[config.mk]
export PLATFORM = sky130hd
export DESIGN_NAME = systolic_scheduler
export DESIGN_NICKNAME = d
export VERILOG_FILES = /design/src/rtl/systolic_scheduler.sv
export SDC_FILE = /design/constraint.sdc
export NUM_CORES = 1
export LEC_CHECK = 0
export ABC_AREA = 1
export CAP_MARGIN = 10
export CORE_MARGIN = 2
export CORE_UTILIZATION = 42
export CTS_CLUSTER_SIZE = 28
export DETAILED_ROUTE_END_ITERATION = 10
export GPL_TIMING_DRIVEN = 0
export PLACE_DENSITY = 0.8
export SLEW_MARGIN = 40
export SYNTH_ARGS = -nofsm -noshare
export SYNTH_HDL_FRONTEND = slang
export SYNTH_SLANG_ARGS = --single-unit
[constraint.sdc]
create_clock -name clk -period 2.06 [get_ports clk]
set_clock_uncertainty 0.1 [all_clocks]
set_input_delay 0.309 -clock clk [delete_from_list [all_inputs] [get_ports clk]]
set_output_delay 0.309 -clock clk [all_outputs]
set_load 0.05 [all_outputs]
[src/rtl/systolic_scheduler.sv]
// Control sequencer for one pass through the PE grid: weight load,
// weight switch, skewed input streaming and pipeline drain.
module systolic_scheduler #(
   parameter int ROWS   = 2,
   parameter int COLS   = 2,
   parameter int DATA_W = 16,
   parameter int NV_W   = 8
) (
   input  logic                   clk,
   input  logic                   rst,
   input  logic                   start,
   input  logic [NV_W-1:0]        num_vecs,
   output logic                   busy,
   output logic                   done,
   input  logic                   w_valid,
   output logic                   w_ready,
   input  logic [COLS*DATA_W-1:0] w_data,
   input  logic                   in_valid,
   output logic                   in_ready,
   input  logic [ROWS*DATA_W-1:0] in_data,
   output logic                   sys_enable,
   output logic                   sys_accept_w,
   output logic [COLS*DATA_W-1:0] sys_weight,
   output logic                   sys_switch,
   output logic [ROWS-1:0]        sys_valid,
   output logic [ROWS*DATA_W-1:0] sys_input
);

   localparam logic [2:0] S_IDLE   = 3'd0;
   localparam logic [2:0] S_LOAD_W = 3'd1;
   localparam logic [2:0] S_SWITCH = 3'd2;
   localparam logic [2:0] S_STREAM = 3'd3;
   localparam logic [2:0] S_DRAIN  = 3'd4;
   localparam logic [2:0] S_DONE   = 3'd5;

   localparam int WC_W = $clog2(ROWS + 1);
   localparam int DC_W = $clog2(ROWS + COLS + 1);
   localparam logic [WC_W-1:0] WC_LAST = WC_W'(ROWS - 1);
   localparam logic [DC_W-1:0] DC_LAST = DC_W'(ROWS + COLS - 1);

   logic [2:0]      state_q, state_d;
   logic [WC_W-1:0] wcnt_q, wcnt_d;
   logic [DC_W-1:0] dcnt_q, dcnt_d;
   logic [NV_W-1:0] vcnt_q, vcnt_d;
   logic [NV_W-1:0] nv_q, nv_d;
   logic            w_acc, in_acc;

   assign w_acc  = (state_q == S_LOAD_W) & w_valid;
   assign in_acc = (state_q == S_STREAM) & in_valid;

   always_comb begin
      state_d = state_q;
      wcnt_d  = wcnt_q;
      dcnt_d  = dcnt_q;
      vcnt_d  = vcnt_q;
      nv_d    = nv_q;
      unique case (state_q)
         S_IDLE: begin
            if (start) begin
               nv_d    = num_vecs;
               wcnt_d  = '0;
               vcnt_d  = '0;
               dcnt_d  = '0;
               state_d = S_LOAD_W;
            end
         end
         S_LOAD_W: begin
            if (w_acc) begin
               wcnt_d = wcnt_q + WC_W'(1);
               if (wcnt_q == WC_LAST) state_d = S_SWITCH;
            end
         end
         S_SWITCH: begin
            state_d = (nv_q == '0) ? S_DONE : S_STREAM;
         end
         S_STREAM: begin
            // compare against nv-1 so nv = 2^NV_W-1 never wraps vcnt
            if (in_acc) begin
               vcnt_d = vcnt_q + NV_W'(1);
               if (vcnt_q == nv_q - NV_W'(1)) state_d = S_DRAIN;
            end
         end
         S_DRAIN: begin
            dcnt_d = dcnt_q + DC_W'(1);
            if (dcnt_q == DC_LAST) state_d = S_DONE;
         end
         S_DONE:  state_d = S_IDLE;
         default: state_d = S_IDLE;
      endcase
   end

   always_ff @(posedge clk or negedge rst) begin
      if (!rst) begin
         state_q <= S_IDLE;
         wcnt_q  <= '0;
         dcnt_q  <= '0;
         vcnt_q  <= '0;
         nv_q    <= '0;
      end else begin
         state_q <= state_d;
         wcnt_q  <= wcnt_d;
         dcnt_q  <= dcnt_d;
         vcnt_q  <= vcnt_d;
         nv_q    <= nv_d;
      end
   end

   assign busy         = (state_q != S_IDLE);
   assign done         = (state_q == S_DONE);
   assign w_ready      = (state_q == S_LOAD_W);
   assign in_ready     = (state_q == S_STREAM);
   assign sys_enable   = busy;
   assign sys_accept_w = w_acc;
   assign sys_weight   = w_acc ? w_data : '0;
   assign sys_switch   = (state_q == S_SWITCH);

   // lane r sees r+1 register stages; bubbles travel as valid=0, data=0
   for (genvar gr = 0; gr < ROWS; gr++) begin : g_lane
      logic [gr:0]       v_q;
      logic [DATA_W-1:0] d_q [gr+1];

      always_ff @(posedge clk or negedge rst) begin
         if (!rst) begin
            v_q <= '0;
            for (int k = 0; k <= gr; k++) d_q[k] <= '0;
         end else begin
            v_q[0] <= in_acc;
            d_q[0] <= in_acc ? in_data[gr*DATA_W +: DATA_W] : '0;
            for (int k = 1; k <= gr; k++) begin
               v_q[k] <= v_q[k-1];
               d_q[k] <= d_q[k-1];
            end
         end
      end

      assign sys_valid[gr]                  = v_q[gr];
      assign sys_input[gr*DATA_W +: DATA_W] = d_q[gr];
   end

endmodule
[Word level (Yosys, flattened, before mapping)]
Cells that the tools add are included.
Cells by class
  bitwise operators: 2
  shift-type cells: 0
  equality and inequality tests: 14
  magnitude comparators: 0
  $add $sub $neg: 4
  reductions and logical operators: 11
  div/mod/pow operators: 0
  mux-type cells: 19
  multiply operators: 0
Operators with widths (count)
  $mux 16: 2
  $mux 32: 1
  $mux 3: 8
  $mux 8: 2
  $pmux 8 s2: 1
  $pmux 3 s5: 1
  $eq 3x2->1 const B: 3
  $add 8x1->8 const B: 1
  $eq 8x8->1: 1
  $logic_not 8->1: 1
  $ne 2x1->1 const B: 4
  $sub 8x1->8 const B: 1
  $eq 3x3->1 const B: 2
  $pmux 3 s2: 1
  $reduce_and 3->1: 2
  $reduce_and 6->1: 1
  $reduce_bool 2->1: 3
  $mux 2: 2
  $ne 2x2->1 const B: 2
  $pmux 2 s2: 1
  $reduce_and 2->1: 2
  $add 3x1->3 const B: 1
  $eq 3x1->1 const B: 1
  $logic_not 3->1: 1
  4 further kinds: 5
Word-level totals
  output and inout bits: 73
  logic and storage cells: 60
  input bits: 77
  memories kept: 0
  bits in latches: 0
  ROM bits: 0
  bits in writable memories: 0
  register bits: 75

[Longest topological paths before layout]
Gate-level depths: netlist (run 1).
  word-level depth: 5
  mapped depth: 13
  depth with buffers taken out: 13

[Worst setup path before layout (run 1)]
No wires, ideal clock.
  path kind: register -> output
  start: register state_q[1]
  end: output port sys_weight[22]
  data arrival time: 2465 ps
  slack: -814 ps
  data required time: 1651 ps
  buffers on the path: 1
  cell stages (with the launch flop): 7
  cells stage by stage: dfrtp_1 inv_1 nand2_1 nor2_1 nand2_1 clkbuf_1 nor2_1
Between the ends
  cells in the longest elaborated chain, start to end: 3
RTL lines
  start: declaration: RTL line 41  | logic [2:0] state_q, state_d;
  start signal: assignment: RTL line 100  | state_q <= state_d;
  $eq 3x1->1
  via w_ready: RTL line 16  | output logic w_ready,
  $and 1x1->1: RTL line 48  | assign w_acc = (state_q == S_LOAD_W) & w_valid;
  $mux 32: RTL line 114  | assign sys_weight = w_acc ? w_data : '0;
  end: declaration: RTL line 23  | output logic [COLS*DATA_W-1:0] sys_weight,
The timed path passes the listed nets, and every way through them passes these cells.

[Final worst setup path (run 1)]
  start: register state_q[1]
  end: output port sys_weight[5]
Between the ends
  cells in the longest elaborated chain, start to end: 3
RTL lines (RTL line)
  $eq 3x1->1: 48
  $and 1x1->1: 48
  $mux 32: 114
Every way passes these cells.

==> flow_summary.ini, run 1 <==
[worst_setup_path]
criticalPathCategory = register to primary output
cp-end-kind = primary output
crit_path_start_kind = register
worstPathCellList = inv_2 -> nand2_4 -> nor2_4 -> nand2_4 -> clkbuf_16 -> nor2_4 -> buf_8
path_max_fanout = 5
crit_required_ns = 1.65
crit_slowest_cell = dfrtp_1
slowest_delay_ns = 0.41
cp.arrival_ns = 1.67
path_buf_inv = 3
path_delay_family = simple AND/OR/NAND/NOR gates

[timing]
fin_crit_sh_pct = 101
tightest_slew_ns = 0.520
fin_ws_ns = -0.0234
hold_violations = 0
rsz0062_at_grt = true
setup_violations = 5
fin_crit_ns = 2.08
max_freq_mhz = 480
hold_slack_ns = 0.249
maxSlewViolCount = 0
setup_tns_ns = -0.0468
slew_headroom_pct = 65.2

[clocking]
cts.sinks = 74
cts_buffers = 9
h-tree-depth = 3
clkSlewWorstSetupHoldPaths_ns = 0.07
clk_latency_ns = 0.34
cts_tree = built
clk_path_buf_depth = 2
root_buffer = clkbuf_8

[routing]
vias = 3092
route.detailed.drc = 0
wl_per_cell_um = 13.0
routed_wirelength_um = 9080
dr.first_iter.drc_count = 170
dr.pass1.iters = 5
detail-route-antenna-nets = 0
routed_via_density = 4.43

[placement]
io_buffers = 149
gp_congestion = 0.841
post-place-ws_ns = -0.603
postPlaceCellArea_sq_mm = 0.00534
dpl.hpwl_um = 6550

[worst_hold_path]
hp-class = register to register

[die]
die_w_um = 94.6
initial_core_util_pct = 42.6
core_sq_mm = 0.00809
rows = 33
die_height_um = 94.6
die_area_sq_mm = 0.00896
pin_count = 150

[pwr]
cellLeakagePower_nw = 3.01
irDropWorstVdd_mv = 0.606
p_per_area_mw_per_mm2 = 1080

[global_route]
grt_pass1_vias = 3133
globalRouteOverflowTotal = 0
grt_max_degree = 39
grt_pass1_wl_um = 14600
grtUsageTotal_pct = 21.3
antenna_found_initial = 0

[yosys]
syn-cell-area_sq_mm = 0.00345
yosysUniqueCellTypes = 29
synth_seq_cells = 74
avgSynthCellArea_sq_um = 8.32
ys_warn_count = 0
syn_nets = 498
yosysSeqAreaShare_pct = 53.7
syn_inst = 415

[run]
maxCapViolations = 0

[layout]
area_delta_synth_final_pct = 67.4
antenna_cells = 0
final_util_pct = 71.4
nNetsFinal = 671
layout-drive-gt1-share_pct = 24.6
final_area_sq_mm = 0.00578

[run_status]
violations = setup timing
outcome = finished, violations left
==> Yosys cell counts <==
library cell | number | area, sq um
buf_4 | 18 | 135
nor2_1 | 89 | 334
inv_1 | 93 | 349
nor2_2 | 3 | 18.8
xnor2_1 | 1 | 8.76
or2_1 | 1 | 6.26
a22o_1 | 1 | 8.76
nand2_4 | 4 | 45.0
nor2_8 | 1 | 20.0
ha_1 | 6 | 75.1
o21ai_0 | 14 | 70.1
dfrtp_1 | 74 | 1850
nand4_1 | 2 | 12.5
nor3_2 | 1 | 10.0
inv_2 | 2 | 7.51
nor2_4 | 3 | 33.8
nand2_2 | 4 | 25.0
nand3_1 | 13 | 65.1
o21ai_1 | 2 | 10.0
xor2_1 | 2 | 17.5
nand2_8 | 1 | 20.0
nand2_1 | 58 | 218
a21oi_1 | 9 | 45.0
o21a_1 | 1 | 7.51
buf_2 | 1 | 5.00
inv_4 | 1 | 6.26
clkbuf_1 | 6 | 22.5
o211ai_1 | 1 | 7.51
nor3_1 | 3 | 15.0
==> placed cells by master (no fill, tap or decap), types with 6 or more instances in the layout <==
cell type / count
dfrtp_1: 73
buf_4: 26
buf_8: 12
nor2_4: 33
buf_6: 19
clkbuf_8: 11
nand2_4: 7
a21oi_1: 9
nand3_1: 13
inv_1: 89
nand2_1: 55
clkdlybuf4s50_1: 109
o21ai_0: 14
nor2_1: 59
buf_2: 6
==> per-stage QoR <==
stage               power (mW)  std cells
global placement          4.76        669
floorplan                 3.94        415
detailed placement        4.84        670
global route              6.65        698
finish                    6.26        698
CTS                       6.16        693
==> logic make-up after synthesis <==
group,share of synthesized area (%)
and+or+nand+nor,23.9
buffers and inverters,15.2
DFF,53.7
AOI/OAI and AO/OA,4.31
adders and majority gates,2.18
xor gates and xnor gates,0.762
==> flip-flops by register name (all words and copies together), names as in the netlist <==
name	count
g_lane.d_q	32
sys_input	16
nv_q	8
vcnt_q	8
dcnt_q	3
state_q	3
g_lane.v_q	2
wcnt_q	2
==> cell type report <==
cell class / count / area (sq um)
buffer: 25 / 226
clock buffer: 11 / 131
clock inverter: 5 / 62.6
fill: 603 / 2320
inverter: 96 / 367
multi-input combinational: 221 / 1330
sequential: 74 / 1850
tap: 105 / 131
timing repair buffer: 161 / 1670
==> timing repair <==
item                       CTS  global route
buffers inserted             2             5
hold buffers                 1             0
setup endpoints to repair   39            42
hold endpoints to repair    36             0
gates resized for setup    258            23
gates cloned                 4             0
pin swaps                    4             5
==> routing by layer <==
layer | vias to the layer above | wire length, um | track usage [%]
met5 | - | 0 | 0
met4 | 0 | 212 | 8.21
met3 | 20 | 490 | 7.10
met2 | 86 | 4860 | 36.8
met1 | 1442 | 3510 | 24.4
li1 | 1544 | - | -
==> worst paths after layout <==
check	from	end	slack, ns	cells after the start
max	state_q[1]$_DFFE_PN0P_	sys_weight[5]	-0.02	7
min reg2reg	g_lane[1].d_q[25]$_DFF_PN0_	sys_input[25]$_DFF_PN0_	0.25	0
min in group asynchronous	rst	g_lane[0].d_q[11]$_DFF_PN0_	0.32	2
min	g_lane[1].d_q[25]$_DFF_PN0_	sys_input[25]$_DFF_PN0_	0.25	0
max in group asynchronous	rst	sys_input[22]$_DFF_PN0_	1.04	3
max reg2reg	nv_q[0]$_DFFE_PN0P_	state_q[1]$_DFFE_PN0P_	0.13	13
==> report_power, final <==
group          internal, mW  total (mW)  switching (mW)
Combinational          1.21        3.28            2.06
Clock                 0.566        1.09           0.527
Sequential             1.69        1.89           0.195
No activity file was read; power rests on OpenSTA's default activity.
==> run 2, diff against run 1 <==
--- a/config.mk
+++ b/config.mk
@@ -8,11 +8,11 @@
 export ABC_AREA = 1
 export CAP_MARGIN = 10
 export CORE_MARGIN = 2
-export CORE_UTILIZATION = 42
+export CORE_UTILIZATION = 46
 export CTS_CLUSTER_SIZE = 28
 export DETAILED_ROUTE_END_ITERATION = 10
 export GPL_TIMING_DRIVEN = 0
-export PLACE_DENSITY = 0.8
+export PLACE_DENSITY = 0.86
 export SLEW_MARGIN = 40
 export SYNTH_ARGS = -nofsm -noshare
 export SYNTH_HDL_FRONTEND = slang
==> constraint.sdc (replaced) <==
create_clock -name clk -period 2.4 [get_ports clk]
set_clock_uncertainty 0.1 [all_clocks]
set_input_delay 0.36 -clock clk [delete_from_list [all_inputs] [get_ports clk]]
set_output_delay 0.36 -clock clk [all_outputs]
set_load 0.05 [all_outputs]
==> run 2 against run 1 <==
Net effect: the run now ends clean; highest routed layer unchanged; critical path depth did not move; die area shrank 8.3%; first-iteration DRC count fell by 21%; largest cell class is now sequential cells; routed wire length down 7.5%; combinational power shrank 29%; critical path type unchanged; worst setup slack better by 0.15 ns.
==> flow_summary.ini, run 2 (same netlist as run 1, synthesis figures left out) <==
[timing]
max_freq_mhz = 440
fin_crit_sh_pct = 94.7
slew_headroom_pct = 64.4
fin_crit_ns = 2.27
setup_violations = 0
hold_violations = 0
hold_slack_ns = 0.248
tightest_slew_ns = 0.533
maxSlewViolCount = 0

[global_route]
globalRouteOverflowTotal = 0
antenna_found_initial = 0
grt_pass1_vias = 3173
grt_max_degree = 61
grt_pass1_wl_um = 14400
grtUsageTotal_pct = 22.0

[worst_setup_path]
cp-end-kind = primary output
crit_path_start_kind = register
worstPathCellList = inv_1 -> nand2_1 -> nor2_4 -> nand2_2 -> clkbuf_4 -> nor2_2 -> buf_2
slowest_delay_ns = 0.43
cp.arrival_ns = 1.81
path_max_fanout = 10
crit_slowest_cell = dfrtp_1
crit_required_ns = 1.94
criticalPathCategory = register to primary output

[pwr]
total_power_mw = 4.95
cellLeakagePower_nw = 2.91
irDropWorstVdd_mv = 0.685
p_per_area_mw_per_mm2 = 940

[run_status]
outcome = finished clean

[layout]
fin_cells = 681
top_register = g_lane.d_q
largest_reg_flops = 32
final_cell_mix = 109 x clkdlybuf4s50_1, 93 x inv_1, 74 x dfrtp_1
layout-drive-gt1-share_pct = 21.3
antenna_cells = 0
area_delta_synth_final_pct = 52.6
nNetsFinal = 660
layout_commonest_cell = clkdlybuf4s50_1
fillCellCount = 570

[routing]
route.detailed.drc = 0
routed_via_density = 4.41
dr.first_iter.drc_count = 134
dr.pass1.iters = 6
wl_per_cell_um = 12.3
routed_wirelength_um = 8390
vias = 3002
detail-route-antenna-nets = 0

[die]
rows = 31
core_sq_mm = 0.00725
die_w_um = 90.6
pin_count = 150
initial_core_util_pct = 47.6
die_area_sq_mm = 0.00821
die_height_um = 90.6

[placement]
dpl.hpwl_um = 6520
dp.cells = 664
io_buffers = 149
gp_congestion = 0.864

[clocking]
clk_path_buf_depth = 2
post_cts_buffers = 0
clk_latency_ns = 0.34
clkSlewWorstSetupHoldPaths_ns = 0.08
root_buffer = clkbuf_8
h-tree-depth = 3
cts_buffers = 9
cts.sinks = 74
cts_tree = built

[run]
maxCapViolations = 0

[worst_hold_path]
hp-class = register to register
[run 2: worst max-delay path, delay by kind of cell, from the launching register on]
family,cells,cell delay (ns)
simple gates,4,0.44
flops,1,0.43
buf+inv,3,0.59
[run 2: path summary, 6_finish.rpt]
check                                       startpoint                     endpoint  slack [ns]  depth (start not counted)
setup / recovery                state_q[1]$_DFFE_PN0P_                sys_weight[5]        0.13                          7
hold / removal             g_lane[1].d_q[16]$_DFF_PN0_      sys_input[16]$_DFF_PN0_        0.25                          0
setup reg to reg                   nv_q[0]$_DFFE_PN0P_       state_q[0]$_DFFE_PN0P_        0.40                         13
hold reg to reg            g_lane[1].d_q[16]$_DFF_PN0_      sys_input[16]$_DFF_PN0_        0.25                          0
max in group asynchronous                          rst        wcnt_q[0]$_DFFE_PN0P_        1.38                          3
min in group asynchronous                          rst  g_lane[0].d_q[12]$_DFF_PN0_        0.29                          2
[run 2: cell type report]
cell class | count | area, sq um | area share, %
sequential | 74 | 1850 | 35.2
tap | 99 | 124 | 2.35
inverter | 96 | 363 | 6.89
buffer | 25 | 174 | 3.30
timing repair buffer | 151 | 1390 | 26.3
clock buffer | 10 | 138 | 2.61
clock inverter | 6 | 73.8 | 1.40
multi-input combinational | 220 | 1160 | 22.0
[run 2: power breakdown]
part / leakage [nW] / internal (mW) / switching [mW] / total [mW]
registers: 1.01 / 1.45 / 0.154 / 1.61
logic: 1.80 / 0.759 / 1.58 / 2.34
clock network: 0.107 / 0.519 / 0.485 / 1.00
total: 2.91 / 2.73 / 2.22 / 4.95
[run 2: per-layer routing]
layer / global-route usage [%] / part of all wire (%)
met5: 0 / 0
met4: 6.67 / 1.8
met3: 6.26 / 4.9
met2: 39.6 / 55
met1: 25.1 / 38
[run 2: stage by stage]
stage	TNS [ns]	utilization (%)	setup slack [ns]	instance area [sq um]
finish	0	72.6	0.128	5270
floorplan	0	-	0.0936	3530
global route	-0.00618	72.6	-0.00283	5270
CTS	0	72.5	0.0000158	5260
global placement	-121.98	71.0	-1.51	5150
detailed placement	-11.26	71.3	-0.400	5170
[run 2: repair_timing]
action                                 4_1_cts  5_1_grt
endpoints found under the hold margin       17        0
hold buffers                                 1        0
gates resized for setup                    167       15
setup endpoints to repair                   37       35
